--- config.mk ---
export PLATFORM = sky130hd
export DESIGN_NAME = bin2bcd_seq
export DESIGN_NICKNAME = d
export VERILOG_FILES = /design/src/rtl/bin2bcd_seq.sv
export SDC_FILE = /design/constraint.sdc
export NUM_CORES = 1
export LEC_CHECK = 0
export ABC_AREA = 1
export BUFFER_PORTS_ARGS = -buffer_cell sky130_fd_sc_hd__buf_2
export CELL_PAD_IN_SITES_DETAIL_PLACEMENT = 1
export CELL_PAD_IN_SITES_GLOBAL_PLACEMENT = 1
export CORE_MARGIN = 2
export CORE_UTILIZATION = 25
export DETAILED_ROUTE_END_ITERATION = 12
export PLACE_DENSITY = 0.59
export SETUP_SLACK_MARGIN = 0.4
export SYNTH_ARGS = -nofsm -noshare
export SYNTH_HDL_FRONTEND = slang
export SYNTH_SLANG_ARGS = --single-unit
--- constraint.sdc ---
create_clock -name clk -period 2.7 [get_ports clk]
set_input_delay 0.135 -clock clk [delete_from_list [all_inputs] [get_ports clk]]
set_output_delay 0.135 -clock clk [all_outputs]
set_load 0.005 [all_outputs]
--- src/rtl/bin2bcd_seq.sv ---
// bin2bcd_seq: sequential binary-to-BCD converter (shift-and-add-3, one bit
// per clock) with valid/ready handshakes on both sides and a sticky overflow
// flag. `out_bcd` holds the value modulo 10^DIGITS when `out_ovf` is set.
//
// Optional feature: define BIN2BCD_SIGNED_EN to treat `in_data` as two's
// complement. The magnitude is converted, and `out_neg` reports the sign.
// Without the macro, `out_neg` is tied to 0 and no negation logic exists.
module bin2bcd_seq #(
    parameter int BIN_W  = 8,
    parameter int DIGITS = 3
) (
    input  logic                  clk,
    input  logic                  rst,
    input  logic                  in_valid,
    output logic                  in_ready,
    input  logic [BIN_W-1:0]      in_data,
    output logic                  out_valid,
    input  logic                  out_ready,
    output logic [4*DIGITS-1:0]   out_bcd,
    output logic                  out_ovf,
    output logic                  out_neg
);

    localparam int ACC_W = 4 * DIGITS;
    localparam int CNT_W = $clog2(BIN_W + 1);

    localparam logic [1:0] S_IDLE = 2'd0;
    localparam logic [1:0] S_CONV = 2'd1;
    localparam logic [1:0] S_DONE = 2'd2;

    logic [1:0]       state_q, state_d;
    logic [BIN_W-1:0] sr_q, sr_d;
    logic [ACC_W-1:0] acc_q, acc_d;
    logic [CNT_W-1:0] cnt_q, cnt_d;
    logic             ovf_q, ovf_d;
    logic [ACC_W-1:0] obcd_q, obcd_d;
    logic             oovf_q, oovf_d;

    logic [ACC_W-1:0] acc_corr;
    logic [ACC_W-1:0] acc_shift;
    logic [BIN_W-1:0] load_val;

    // Per-digit add-3 correction; digits are independent, no carry between them.
    for (genvar g = 0; g < DIGITS; g++) begin : g_dig
        logic [3:0] d;
        assign d = acc_q[4*g +: 4];
        assign acc_corr[4*g +: 4] = (d >= 4'd5) ? d + 4'd3 : d;
    end

    // The corrected top bit falls off here; the overflow flag captures it.
    assign acc_shift = {acc_corr[ACC_W-2:0], sr_q[BIN_W-1]};

`ifdef BIN2BCD_SIGNED_EN
    logic neg_q, neg_d;
    logic oneg_q, oneg_d;

    // Two's-complement magnitude; the most negative value maps onto
    // 2^(BIN_W-1), which is still representable as an unsigned BIN_W value.
    assign load_val = in_data[BIN_W-1] ? -in_data : in_data;
    assign out_neg  = oneg_q;
`else
    assign load_val = in_data;
    assign out_neg  = 1'b0;
`endif

    assign in_ready  = (state_q == S_IDLE);
    assign out_valid = (state_q == S_DONE);
    assign out_bcd   = obcd_q;
    assign out_ovf   = oovf_q;

    // Next-state logic for the FSM, datapath and output registers.
    always_comb begin
        state_d = state_q;
        sr_d    = sr_q;
        acc_d   = acc_q;
        cnt_d   = cnt_q;
        ovf_d   = ovf_q;
        obcd_d  = obcd_q;
        oovf_d  = oovf_q;
`ifdef BIN2BCD_SIGNED_EN
        neg_d   = neg_q;
        oneg_d  = oneg_q;
`endif
        case (state_q)
            S_IDLE: begin
                if (in_valid) begin
                    sr_d    = load_val;
                    acc_d   = '0;
                    ovf_d   = 1'b0;
                    cnt_d   = CNT_W'(BIN_W);
`ifdef BIN2BCD_SIGNED_EN
                    neg_d   = in_data[BIN_W-1];
`endif
                    state_d = S_CONV;
                end
            end
            S_CONV: begin
                acc_d = acc_shift;
                sr_d  = sr_q << 1;
                cnt_d = cnt_q - CNT_W'(1);
                ovf_d = ovf_q | acc_corr[ACC_W-1];
                if (cnt_q == CNT_W'(1)) begin
                    // Last shift: publish the result as DONE is entered.
                    obcd_d  = acc_shift;
                    oovf_d  = ovf_q | acc_corr[ACC_W-1];
`ifdef BIN2BCD_SIGNED_EN
                    oneg_d  = neg_q;
`endif
                    state_d = S_DONE;
                end
            end
            S_DONE: begin
                if (out_ready) state_d = S_IDLE;
            end
            default: state_d = S_IDLE;
        endcase
    end

    // State and datapath registers, cleared asynchronously.
    always_ff @(posedge clk or negedge rst) begin
        if (!rst) begin
            state_q <= S_IDLE;
            sr_q    <= '0;
            acc_q   <= '0;
            cnt_q   <= '0;
            ovf_q   <= 1'b0;
            obcd_q  <= '0;
            oovf_q  <= 1'b0;
        end else begin
            state_q <= state_d;
            sr_q    <= sr_d;
            acc_q   <= acc_d;
            cnt_q   <= cnt_d;
            ovf_q   <= ovf_d;
            obcd_q  <= obcd_d;
            oovf_q  <= oovf_d;
        end
    end

`ifdef BIN2BCD_SIGNED_EN
    // Sign capture and its published copy.
    always_ff @(posedge clk or negedge rst) begin
        if (!rst) begin
            neg_q  <= 1'b0;
            oneg_q <= 1'b0;
        end else begin
            neg_q  <= neg_d;
            oneg_q <= oneg_d;
        end
    end
`endif

endmodule

==> reports/results.ini <==
[outcome]
outcome = finished, violations left
violations = negative hold slack

[run]
cap_violations = 0

[die]
die_h_um = 93.21
die_w_um = 93.21
core_mm2 = 0.007727
die_area_mm2 = 0.008687
rows = 32
pin_count = 28
initial_core_util = 0.2574

[yosys]
synthMuxAreaShare = 0
synth_area_mm2 = 0.001989
avgSynthCellArea_um2 = 8.612
ys_seq_area_frac = 0.5031
ys_types = 28
yosys.area.top_type = dfrtp_1
ys_warn_count = 0
synth_top_area_frac = 0.5031
synth_adder_area_share = 0.05031
syn-num-nets = 251
synth_top_family_by_area = simple AND/OR/NAND/NOR gates
yosys.area_share.simple = 0.2358
synth_area_leaders = dfrtp_1 (50%), nand2_1 (15%), nand3_1 (6.3%), ha_1 (5.0%), inv_1 (4.7%)
synth_xor_area_frac = 0.004403
synth_cells = 231
ys_seq_elements = 40
synth-compound-area-share = 0.1226

[critical_path]
r2r_slack_ns = 0.92
r2r_cells = 6
timing.rr.end = out_bcd[3]
cp.required_ns = 2.85
critical_path_class = reg -> reg
critPathCaptureType = flip-flop
crit_path_max_fanout = 16
critPathLaunchType = flip-flop
arrival_ns = 1.93
r2r-start = state_q[1]

[clock_tree]
cts_tree = yes
cts_buffers = 5
root_buffer = clkbuf_8
htreeDepth = 2
postCtsSetupRepairBufs = 0
cts_sinks = 40
holdBufCountCts = 0
ctsResizeCount = 0
clk_pin_slew_ns = 0.08
worstSkewPairLatency_ns = 0.29
clock_path_buffers = 2

[route]
drt_wl_total_um = 4614
routed_via_density = 4.393
drc = 0
first_pass_iters = 4
post_drt_wl_per_cell_um = 12.78
drtAntennaViolNets = 0
drtIter0Drc = 45
vias = 1586

[sta]
slew-limit-headroom = 0.3745
fin_skew_ns = 0.004113
setup_violations = 0
period_share = 0.6588
fmax_mhz = 562.2
whs_ns = -0.02223
fin_crit_ns = 1.779
slew_viol_final = 0
setup_tns_ns = 0
rsz0062_at_grt = false
hold_violations = 17
worst_pin_slew_ns = 0.9383

[global_routing]
grt_pass1_wl_um = 7997
antenna_found_initial = 0
grt_pass1_vias = 1641
grt_usage = 0.1162
grt-ovfl-total = 0
grt_max_degree = 41

[cells_and_area]
n_antenna_cell = 0
nFillCells = 920
areaGrowthSynthToFinish_pct = 14.78
nets = 278
drive_above_1_share = 0.1853

[placed_design]
gp_congestion = 0.7328
place_hpwl_um = 3323
portBuffers = 26

[pwr]
power_density_mw_per_mm2 = 1161
ir_worst_vdd_v = 0.0003871
leakagePower_uw = 0.001192

[min_path]
holdCritPathClass = in -> async

-- final cells by class --
cell class,instances,area (um^2),area share
clock buffer,8,90.09,0.03945
timing repair buffer,26,130.1,0.05699
sequential,40,1001,0.4384
multi-input combinational,156,825.8,0.3616
inverter,29,108.9,0.04767
tap,102,127.6,0.05589
-- layer usage --
| metal | global-route usage | vias up | part of all wire |
|---|---|---|---|
| met5 | 0 | - | 0 |
| met4 | 0.02941 | 0 | 0.0067 |
| met3 | 0.02498 | 4 | 0.031 |
| met2 | 0.1824 | 16 | 0.44 |
| met1 | 0.1633 | 767 | 0.52 |
| li1 | - | 799 | - |
-- sequential cells by signal (all words and copies together) (netlist names) --
register and count:
out_ovf 1, acc_q 12, cnt_q 4, sr_q 8, out_bcd 12, ovf_q 1, state_q 2
-- cells by family after synthesis --
logic type	after synthesis
flops	40
fa+ha+maj	8
compound gates	34
xor+xnor	1
other cells	1
buf+inv	35
simple gates	112
-- layout by cell type (no fill, tap or decap), drive strengths merged --
cell     n
o211ai   4
clkbuf   8
dfrtp   40
ha       8
nand2   81
xnor2    1
inv     29
nor2     5
o22ai    4
conb     1
o221ai   4
nand4    1
a21oi    5
nand3   25
a21boi   1
o31ai    1
buf     26
o21ai   15
-- worst max-delay path by stage --
stage | startpoint | to | cells past startpoint
after detailed placement | state_q[1] | out_bcd[3] | 5
after global routing | cnt_q[1] | out_bcd[3] | 7
after CTS | state_q[1] | out_bcd[3] | 6
after floorplan | acc_q[0] | acc_q[1] | 8
final | state_q[1] | out_bcd[3] | 6
after global placement | state_q[1] | out_bcd[3] | 6
-- where the power goes --
group	switching, uW	total, uW	internal (uW)
clock network	210	419	209
registers	169	1030	858
logic	775	1200	430
total	1150	2650	1500
-- critical path, cell delays in order (launching register included) --
cell and delay, ns:
dfrtp_1 0.39, inv_2 0.09, nand2_2 0.20, nor2_2 0.51, inv_2 0.25, nand2_1 0.10
o21ai_0 0.09
-- cell usage after synthesis (all sizes together) --
| cell | instances |
|---|---|
| xnor2 | 1 |
| o221ai | 4 |
| o22ai | 4 |
| nand3 | 25 |
| o31ai | 1 |
| inv | 29 |
| buf | 6 |
| ha | 8 |
| dfrtp | 40 |
| nor2 | 5 |
| nand4 | 1 |
| o211ai | 4 |
| nand2 | 81 |
| a21boi | 1 |
| conb | 1 |
| a21oi | 5 |
| o21ai | 15 |
-- per-stage QoR --
step / utilization / setup slack, ns / instances / area (um^2) / power [uW]
after floorplan: - / 1.391 / 231 / 1989 / 1931
after global placement: 0.2838 / 0.9917 / 353 / 2193 / 2241
after detailed placement: 0.2838 / 0.8718 / 353 / 2193 / 2273
after CTS: 0.2955 / 0.8860 / 361 / 2283 / 2710
after global routing: 0.2955 / 0.7400 / 361 / 2283 / 2947
final: 0.2955 / 0.9211 / 361 / 2283 / 2651
No activity file was read; power rests on OpenSTA's default activity.
